[src/rtl/pipe_ctrl_pkg.sv]
// pipe_ctrl_pkg: shared types and helpers for the pipeline hazard controller.
package pipe_ctrl_pkg;
   typedef enum logic {RUN, MEM_WAIT} state_t;
   typedef enum logic [1:0] {FWD_RF = 2'b00, FWD_MEM = 2'b01, FWD_WB = 2'b10} fwd_t;
   localparam logic [31:0] CNT_MAX = 32'hFFFF_FFFF;
   // x0 is hardwired zero, so it never produces a dependency
   function automatic logic hit(input logic wr, input logic [4:0] dst, input logic [4:0] src);
      return wr && dst != 5'd0 && dst == src;
   endfunction
   function automatic logic [31:0] sat_inc(input logic [31:0] v, input logic en);
      return (en && v != CNT_MAX) ? v + 32'd1 : v;
   endfunction
endpackage

[src/rtl/fwd_sel_unit.sv]
// fwd_sel_unit: forwarding select for one EX operand; the younger MEM result wins over WB.
module fwd_sel_unit
   import pipe_ctrl_pkg::*;
(
   input  logic       en,
   input  logic [4:0] src,
   input  logic       mem_wr,
   input  logic [4:0] mem_wnum,
   input  logic       wb_wr,
   input  logic [4:0] wb_wnum,
   output logic [1:0] sel
);
   always_comb
      sel = !en                         ? FWD_RF  :
            hit(mem_wr, mem_wnum, src)  ? FWD_MEM :
            hit(wb_wr, wb_wnum, src)    ? FWD_WB  : FWD_RF;
endmodule

[src/rtl/pipe_ctrl.sv]
// pipe_ctrl: pipeline stall/flush/forward control with memory watchdog and perf counters.
// Define PIPE_CTRL_FWD_EN to enable forwarding with load-use stalls; otherwise every EX/MEM dependency stalls.
module pipe_ctrl
   import pipe_ctrl_pkg::*;
#(
   parameter int MEM_TIMEOUT = 255
) (
   input  logic        clk,
   input  logic        rst,
   input  logic        id_valid,
   input  logic [4:0]  reg_anum_id,
   input  logic [4:0]  reg_bnum_id,
   input  logic [4:0]  ex_reg_anum,
   input  logic [4:0]  ex_reg_bnum,
   input  logic        ex_reg_wr,
   input  logic        ex_mem_load,
   input  logic [4:0]  ex_reg_wnum,
   input  logic        mem_reg_wr,
   input  logic [4:0]  mem_reg_wnum,
   input  logic        wb_reg_wr,
   input  logic [4:0]  wb_reg_wnum,
   input  logic        ex_branch_taken,
   input  logic        mem_busy,
   output logic        stall_if,
   output logic        stall_id,
   output logic        flush_id,
   output logic        bubble_ex,
   output logic        stall_ex,
   output logic        stall_mem,
   output logic [1:0]  fwd_a_sel,
   output logic [1:0]  fwd_b_sel,
   output logic        mem_timeout,
   output logic [31:0] stall_cycles,
   output logic [31:0] flush_count
);
   state_t      state, state_nx;
   logic [31:0] wd, wd_inc;
   logic        hz, freeze, flush, hold, fwd_en;
`ifdef PIPE_CTRL_FWD_EN
   assign fwd_en = !rst;
   assign hz     = id_valid && ex_mem_load &&
                   (hit(ex_reg_wr, ex_reg_wnum, reg_anum_id) || hit(ex_reg_wr, ex_reg_wnum, reg_bnum_id));
`else
   logic unused_load;
   assign unused_load = ex_mem_load;
   assign fwd_en      = 1'b0;
   // WB is written before ID reads the regfile, so only EX and MEM can conflict
   assign hz          = id_valid &&
                        (hit(ex_reg_wr, ex_reg_wnum, reg_anum_id)   || hit(ex_reg_wr, ex_reg_wnum, reg_bnum_id) ||
                         hit(mem_reg_wr, mem_reg_wnum, reg_anum_id) || hit(mem_reg_wr, mem_reg_wnum, reg_bnum_id));
`endif
   assign freeze    = !rst && mem_busy;
   assign flush     = !rst && !mem_busy && ex_branch_taken;
   assign hold      = !rst && !mem_busy && !ex_branch_taken && hz;
   assign stall_if  = freeze || hold;
   assign stall_id  = freeze || hold;
   assign stall_ex  = freeze;
   assign stall_mem = freeze;
   assign flush_id  = flush;
   assign bubble_ex = flush || hold;
   assign wd_inc    = sat_inc(wd, 1'b1);
   fwd_sel_unit u_fwd_a (
      .en(fwd_en), .src(ex_reg_anum), .mem_wr(mem_reg_wr), .mem_wnum(mem_reg_wnum),
      .wb_wr(wb_reg_wr), .wb_wnum(wb_reg_wnum), .sel(fwd_a_sel)
   );
   fwd_sel_unit u_fwd_b (
      .en(fwd_en), .src(ex_reg_bnum), .mem_wr(mem_reg_wr), .mem_wnum(mem_reg_wnum),
      .wb_wr(wb_reg_wr), .wb_wnum(wb_reg_wnum), .sel(fwd_b_sel)
   );
   always_comb begin
      state_nx = state;
      case (state)
         RUN:      state_nx = mem_busy ? MEM_WAIT : RUN;
         MEM_WAIT: state_nx = mem_busy ? MEM_WAIT : RUN;
         default:  state_nx = RUN;
      endcase
   end
   always_ff @(posedge clk) begin
      if (rst) begin
         state        <= RUN;
         wd           <= '0;
         mem_timeout  <= 1'b0;
         stall_cycles <= '0;
         flush_count  <= '0;
      end else begin
         state        <= state_nx;
         wd           <= mem_busy ? wd_inc : '0;
         mem_timeout  <= mem_timeout || (mem_busy && wd_inc >= 32'(MEM_TIMEOUT));
         stall_cycles <= sat_inc(stall_cycles, stall_id);
         flush_count  <= sat_inc(flush_count, flush_id);
      end
   end
endmodule

[config.mk]
export PLATFORM = sky130hd
export DESIGN_NAME = pipe_ctrl
export DESIGN_NICKNAME = d
export VERILOG_FILES = /design/src/rtl/pipe_ctrl_pkg.sv /design/src/rtl/fwd_sel_unit.sv /design/src/rtl/pipe_ctrl.sv
export SDC_FILE = /design/constraint.sdc
export NUM_CORES = 1
export LEC_CHECK = 0
export ABC_AREA = 1
export CAP_MARGIN = 10
export CELL_PAD_IN_SITES_DETAIL_PLACEMENT = 1
export CELL_PAD_IN_SITES_GLOBAL_PLACEMENT = 2
export CORE_MARGIN = 2
export CORE_UTILIZATION = 28
export DETAILED_ROUTE_END_ITERATION = 12
export GPL_ROUTABILITY_DRIVEN = 1
export PLACE_DENSITY_LB_ADDON = 0.3
export REMOVE_ABC_BUFFERS = 1
export SLEW_MARGIN = 20
export SYNTH_ARGS = -nofsm -noshare
export SYNTH_HDL_FRONTEND = slang
export SYNTH_SLANG_ARGS = --single-unit
[constraint.sdc]
create_clock -name clk -period 3.1 [get_ports clk]
set_input_delay 0.775 -clock clk [delete_from_list [all_inputs] [get_ports clk]]
set_output_delay 0.775 -clock clk [all_outputs]
set_load 0.005 [all_outputs]
## After elaboration in Yosys (flattened, before gate mapping)

Cells that the tools add are included.

- Register bits: 97
- Output and inout bits: 75
- Word-level logic and storage cells: 44

- Add/subtract/negate cells: 3
- Order comparisons: 1
- Equal/unequal tests: 7
- Multiplexer cells: 1
- Bitwise operators: 1
- Reductions and logical operators: 27

Operators by type and width:

| cell | count |
|---|---|
| 32-bit by 1-bit adder with 32-bit output, second input constant | 3 |
| 32-bit inequality test, second input constant | 3 |
| 32-bit by 8-bit >= comparator with 1-bit output, second input constant | 1 |
| 32-bit 2-to-1 mux | 1 |
| 5-bit equality test | 4 |
| 1-bit logical AND | 15 |
| 5-bit nonzero test | 2 |
| 1-bit logical OR | 6 |
| 1-bit logical NOT | 3 |
| 2-bit OR reduction | 1 |
| 1-bit NOT | 1 |

## Logic depth before layout (Yosys ltp)

Gate-level depths: netlist of the first run.

- Depth in word-level cells: 10
- Gate-level depth with buffers: 15
- Depth with buffers taken out: 15

## Hierarchy

A second synthesis of the first run with hierarchy kept.

- Cell total of the unflattened synthesis: 1138
- Area total of the unflattened synthesis: 6880.3 µm²

By module, submodules not included:

| module | times used | cells an instance | area an instance (µm²) | sequential area each (µm²) |
|---|---|---|---|---|
| pipe_ctrl | 1 | 1018 | 6359.8 | 1941.9 |
| fwd_sel_unit | 2 | 60 | 260.2 | 0.0 |

## Worst setup path after synthesis of the first run

Ideal clock, no wire load.

- Path type: input to output
- Start point: input reg_bnum_id[3]
- End point: output stall_if
- Arrival time: 1.896 ns
- Slack: 0.429 ns
- Stages on the path: 10
- Buffers on the path: 2
- Cells stage by stage: or2_2 -> a21oi_1 -> nand3_1 -> nand2_1 -> nand2_1 -> nand2_1 -> nand2_1 -> nand2_2 -> buf_2 -> buf_4

- Cells in the longest elaborated chain, start to end: 8

RTL lines:

| item | RTL line | text |
|---|---|---|
| start, declared | pipe_ctrl.sv:12 | `input logic [4:0] reg_bnum_id,` |
| 5-bit equality test | pipe_ctrl_pkg.sv:8 | `return wr && dst != 5'd0 && dst == src;` |
| 1-bit logical AND | pipe_ctrl_pkg.sv:8 |  |
| 1-bit logical OR (2 in a row) | pipe_ctrl.sv:49 | `(hit(ex_reg_wr, ex_reg_wnum, reg_anum_id) \|\| hit(ex_reg_wr, ex_reg_wnum, reg_bnum_id) \|\|` |
| 1-bit logical OR * | pipe_ctrl.sv:50 | `hit(mem_reg_wr, mem_reg_wnum, reg_anum_id) \|\| hit(mem_reg_wr, mem_reg_wnum, reg_bnum_id));` |
| 1-bit logical AND * | pipe_ctrl.sv:48 | `assign hz = id_valid &&` |
| 1-bit logical AND * | pipe_ctrl.sv:54 | `assign hold = !rst && !mem_busy && !ex_branch_taken && hz;` |
| 1-bit logical OR * | n/a |  |
| end, declared | pipe_ctrl.sv:24 | `output logic stall_if,` |

Mark *: on every way between the ends. The rest lies on a longest branch, timed or not.

## Worst setup path in the final report of the first run

- Start point: input reg_bnum_id[1]
- End point: output stall_if

- Cells in the longest elaborated chain, start to end: 8

RTL lines:

| item | RTL line | text |
|---|---|---|
| 5-bit equality test | pipe_ctrl_pkg.sv:8 |  |
| 1-bit logical AND | pipe_ctrl_pkg.sv:8 |  |
| 1-bit logical OR (2 in a row) | pipe_ctrl.sv:49 |  |
| 1-bit logical OR * | pipe_ctrl.sv:50 |  |
| 1-bit logical AND * | pipe_ctrl.sv:48 |  |
| 1-bit logical AND * | pipe_ctrl.sv:54 |  |
| 1-bit logical OR * | pipe_ctrl.sv:55 | `assign stall_if = freeze \|\| hold;` |

Marks and branches as above.

==> results of run 1 <==
synth_stat cells, types with 3 or more instances:
cell,n
buf_4,11
nor2_2,8
inv_2,4
ha_1,3
xor2_1,48
nand2_1,314
nand2_2,5
o21ai_0,17
nand4_1,22
a21oi_1,78
xnor2_1,21
dfxtp_1,97
or2_2,3
inv_1,94
nor3_1,28
nor2_1,125
buf_2,7
nand3b_1,9
nand3_1,80
nor4_1,8
clkbuf_1,13
nor3_2,3
final cells by class:
cell class	count	area, um2
Fill cell	2881	14400
Multi-Input combinational cell	797	3940
Sequential cell	97	1940
Timing Repair Buffer	118	1150
Inverter	99	372
Tap cell	285	357
Clock buffer	11	243
Clock inverter	5	78.8
state kept, by name, indices dropped and copies added (netlist names):
register      count
flush_count      32
mem_timeout       1
stall_cycles     32
wd               32
power by group through the flow:
stage / clock (mW) / combinational (mW) / sequential, mW
5_1_grt: 1.35 / 0.197 / 1.25
3_5_place_dp: 0 / 0.177 / 1.28
6_report: 1.27 / 0.176 / 1.25
4_1_cts: 1.31 / 0.180 / 1.25
2_1_floorplan: 0 / 0.0654 / 1.28
3_3_place_gp: 0 / 0.175 / 1.28
cells by family after synthesis:
logic type | Yosys count
AOI/OAI and AO/OA | 102
xor gates and xnor gates | 69
adders and majority gates | 3
buffers and inverters | 131
DFF | 97
other | 1
and+or+nand+nor | 619
cells in the final DEF, fill, tap and decap left out, types with 3 or more instances in the layout:
cell and count:
dlymetal6s2s_1 6, nor4_1 8, nor2_1 125, a21oi_1 74, inv_2 4, o21ai_1 4
nand2_2 5, buf_4 17, nand4_1 22, nand2_1 313, a21oi_2 4, clkbuf_16 9
dlygate4sd2_1 15, xnor2_1 21, conb_1 4, xor2_1 48, nand3_1 80, o21ai_0 15
nor3_1 28, nor2_2 8, dfxtp_1 97, nand3b_1 9, nor3_2 3, inv_1 94
clkdlybuf4s50_1 73, ha_1 3
metal layers:
metal	track usage, %	vias to the layer above
li1	-	3467
met1	25.2	3177
met2	32.3	62
met3	2.03	12
met4	4.10	0
met5	0	-
what timing repair did:
item / CTS / global route
gates resized for setup: 29 / 9
endpoints found under the setup margin: 3 / 3
pin swaps: 7 / 7
buffers inserted: 2 / 0
worst min path at each step:
stage | startpoint | end | slack (ps) | depth (start not counted)
final | mem_timeout | mem_timeout | 470 | 2
after global routing | mem_timeout | mem_timeout | 540 | 2
after CTS | mem_timeout | mem_timeout | 480 | 2
after floorplan | mem_timeout | mem_timeout | 450 | 2
after global placement | mem_timeout | mem_timeout | 450 | 2
after detailed placement | mem_timeout | mem_timeout | 480 | 2
critical path, delay by kind of cell:
family	cells	cell delay, ps
AND/OR/NAND/NOR	7	750
AO/OA/AOI/OAI	1	150
buffers and inverters	3	570
==> results.ini, run 1 <==
[global_routing]
grt_usage_pct=18.7
antenna_found_initial=0
grt_pass1_wl_um=36100
grt_max_degree=51
overflow=0
grt_pass1_vias=6826

[synthesis]
synth_top_area_share_pct=30.4
synth_area_leaders=dfxtp_1 (30%), nand2_1 (18%), nor2_1 (7.3%)
synth_top_family_by_area=simple AND/OR/NAND/NOR gates
synthSimpleGateAreaFrac_pct=42.7
synth-edff-count=0
synth_ff_type=dfxtp_1
ys_seq_area_share_pct=30.4
synth.distinct_cells=42
yosys.area.top_type=dfxtp_1
synth-seq-cells=97
synthCells=1022
yosys.area_share.xor_xnor_pct=9.46
synth_compound_area_share_pct=8.18
synthArstFlopShare_pct=0
synth_mux_area_share_pct=0
syn_area_um2=6390
synth.avg_cell_area_um2=6.25
synthAdderAreaFrac_pct=0.587
ys_warn_count=0

[worst_setup_path]
reg2reg_depth=13
end_kind=primary output
reg2reg_slack_ps=610
start_kind=input pin
crit_arrival_ps=2250
required_ps=2320
cpPeakStageDelay_ps=320
crit_path_cell_trace=dlygate4sd2_1 -> or2_2 -> a21oi_2 -> nand3_1 -> nand2_1 -> nand2_1 -> nand2_1 -> nand2_2 -> nand2_4 -> buf_6 -> clkdlybuf4s15_1
crit_path_frequent_cell=nand2_1
worstReg2RegStart=wd[1]
critPathMaxFanout=4
critPathSlowestCell=or2_2
crit_type=in2out
r2r-end=mem_timeout
crit_end=stall_if
critPathLaunch=reg_bnum_id[1]

[clock_network]
clk_pin_slew_ps=60
cts-root-buf=clkbuf_16
clock_sinks=97
cts_hold_buf=0
cts_buffers=9
cts_tree=built
insertion_delay_ps=360
cts-htree-levels=3
clk_path_buf_depth=2

[layout]
post-route-util_pct=35.9
stdcell_count=1412
layout.cell_area.non_filler_um2=8080
diodes=0
drive_gt1_share_pct=6.57
nets=1169
syn_to_final_growth_pct=26.5

[sta]
layout_min_cycle_time_ps=3030
hold_ws_ps=469
clock.fmax_ghz=0.330
finalSetupTns_ps=0
skew_ps=12.5
min_period_over_period_pct=97.6
drv_slew=0
setup_ws_ps=73.2
worst_pin_slew_ps=583
setup-violations-final=0
finalHoldViolations=0
maxSlewHeadroom_pct=61.1

[power_and_ir_drop]
powerDensity_nw_per_um2=334
p_leak_nw=3.12
p_seq_share_pct=46.5
p_sw_share_pct=23.8
total_power_mw=2.70
internal-power_mw=2.06
clkPwrFrac_pct=47.0
ir_drop_mv=0.200
pwr-share-comb_pct=6.5
p_sw_mw=0.644

[run]
max_cap_viol_count=0

[placed_design]
placed_area_um2=7700
dp.cells=1394
place_ws_ps=-465
dpl.hpwl_um=17000
gp_congestion=0.855
port_buffers=97

[detailed_routing]
top_layer_used=met4
drtPass1Iterations=4
wl_met2_um=10500
via_count=6718
wl_per_cell_um=15.5
drc=0
drt_iter0_markers=255
wl_met3_um=424
via_per_inst=4.76
wl_met1_um=10800
postRouteWirelength_um=21900
postRouteAntennaNets=0

[floorplanning]
rows=55
start_util_pct=28.4
die_w_um=155
design.core.area_um2=22500
io_pins=119
die-area_um2=24000
die_h_um=155

[status]
status=completed

[worst_hold_path]
worst_hold_path_type=reg2reg

No activity file was read; power rests on OpenSTA's default activity.
==> inputs of run 2 (changes only) <==
Settings changed: PLACE_DENSITY set to 0.91, PLACE_DENSITY_LB_ADDON 0.3 to not set.
==> run 2 against run 1 <==
  * Clock power about the same
  * Sequential share of layout area up 0.078 points
  * Design area shrank 0.33%
  * First-iteration DRC count is 24% higher
  * Flip-flop and latch count did not move
  * Wire length down 3.2%
  * Critical endpoint is now stall_id
  * Via count rose by 0.88%
==> results.ini, run 2 (synthesis gave the netlist of run 1 again) <==
[status]
status=completed

[layout]
final_cell_mix=nand2_1 (313), nor2_1 (124), dfxtp_1 (97)
post-route-util_pct=35.8
final_common_cell=nand2_1
largestRegisters=flush_count x32, stall_cycles x32, wd x32
n_fill_cell=2908
stdcell_count=1407
drive_gt1_share_pct=6.42
nets=1164
layout.cell_area.non_filler_um2=8060
syn_to_final_growth_pct=26.1
diodes=0

[worst_setup_path]
crit_path_frequent_cell=nand2_1
crit_arrival_ps=2230
critPathSlowestCell=dlygate4sd2_1
critPathLaunch=ex_reg_wnum[3]
end_kind=primary output
cpPeakStageDelay_ps=280
start_kind=input pin
required_ps=2320
worstReg2RegStart=wd[0]
crit_type=in2out
crit_path_cell_trace=dlygate4sd2_1 -> or2_1 -> a21oi_2 -> nand3_1 -> nand2_1 -> nand2_1 -> nand2_1 -> nand2_2 -> nand2_4 -> buf_12 -> dlygate4sd2_1
critPathMaxFanout=4

[power_and_ir_drop]
p_seq_share_pct=46.0
total_power_mw=2.73
pwr-share-comb_pct=6.4
internal-power_mw=2.08
p_leak_nw=3.07
powerDensity_nw_per_um2=339
clkPwrFrac_pct=47.6
p_sw_share_pct=23.8
ir_drop_mv=0.258
p_sw_mw=0.649

[sta]
clock.fmax_ghz=0.333
layout_min_cycle_time_ps=3000
maxSlewHeadroom_pct=59.3
drv_slew=0
setup_ws_ps=100
skew_ps=10.2
finalSetupTns_ps=0
finalHoldViolations=0
worst_pin_slew_ps=606
min_period_over_period_pct=96.8
setup-violations-final=0
hold_ws_ps=462

[placed_design]
port_buffers=97
dp.cells=1389
dpl.hpwl_um=16200
place_ws_ps=-457
gp_congestion=0.844
placed_area_um2=7650

[detailed_routing]
drtPass1Iterations=4
drt_iter0_markers=316
postRouteAntennaNets=0
drc=0
postRouteWirelength_um=21200
via_per_inst=4.82
via_count=6777
wl_per_cell_um=15.1

[clock_network]
cts_tree=built
clock_sinks=97
cts_hold_buf=0
clk_pin_slew_ps=70
cts-htree-levels=3
cts_buffers=9
clk_path_buf_depth=2
cts-root-buf=clkbuf_16
insertion_delay_ps=350

[floorplanning]
die-area_um2=24000
start_util_pct=28.4
io_pins=119
rows=55
design.core.area_um2=22500
die_h_um=155
die_w_um=155

[global_routing]
grt_max_degree=51
grt_usage_pct=18.2
grt_pass1_vias=6878
antenna_found_initial=0
overflow=0
grt_pass1_wl_um=35500

[run]
max_cap_viol_count=0

[worst_hold_path]
worst_hold_path_type=reg2reg
hold_start=mem_timeout

## run 2: cell count changes in the layout (fill, tap and decap cells not counted), sizes merged
cell / previous run / this run
clkinvlp: 0 / 1
inv: 98 / 99
dlygate4sd2: 15 / 19
buf: 22 / 17
clkinv: 4 / 2
dlymetal6s2s: 6 / 2
## run 2: power groups by stage
stage	registers (mW)	clock network [mW]	logic, mW
final	1.25	1.30	0.175
after global routing	1.26	1.38	0.194
after CTS	1.25	1.33	0.175
after detailed placement	1.28	0	0.172
after global placement	1.28	0	0.168
after floorplan	1.28	0	0.0654
## run 2: cell type report
type | instances | area, um2 | share of cell area [%]
Clock inverter | 5 | 85.1 | 1.06
Clock buffer | 11 | 253 | 3.14
Sequential cell | 97 | 1940 | 24.1
Inverter | 99 | 372 | 4.61
Timing Repair Buffer | 113 | 1090 | 13.5
Multi-Input combinational cell | 797 | 3960 | 49.2
Tap cell | 285 | 357 | 4.43
## run 2: critical path, delay by kind of cell
family / cells / cell delay, ps
AOI/OAI and AO/OA: 1 / 150
buffers and inverters: 3 / 600
and+or+nand+nor: 7 / 690
## run 2: per-layer routing
layer  part of all wire (%)  wire length, um  global-route usage (%)
met2                     49            10300                    31.9
met1                     48            10200                    23.9
met4                    1.2              252                    4.54
met5                      0                0                       0
met3                    2.4              505                    1.89
## run 2: timing repair
action / in CTS / in global routing
resized for setup: 34 / 7
buffers inserted: 2 / 0
pin swaps: 9 / 6
endpoints found under the setup margin: 3 / 2
## run 2: path summary, 6_finish.rpt
path / slack, ps / end / cells after the start
worst max-delay path: 100 / stall_id / 11
worst min-delay path: 460 / mem_timeout / 2
worst max register to register: 560 / mem_timeout / 13
worst min register to register: 460 / mem_timeout / 2
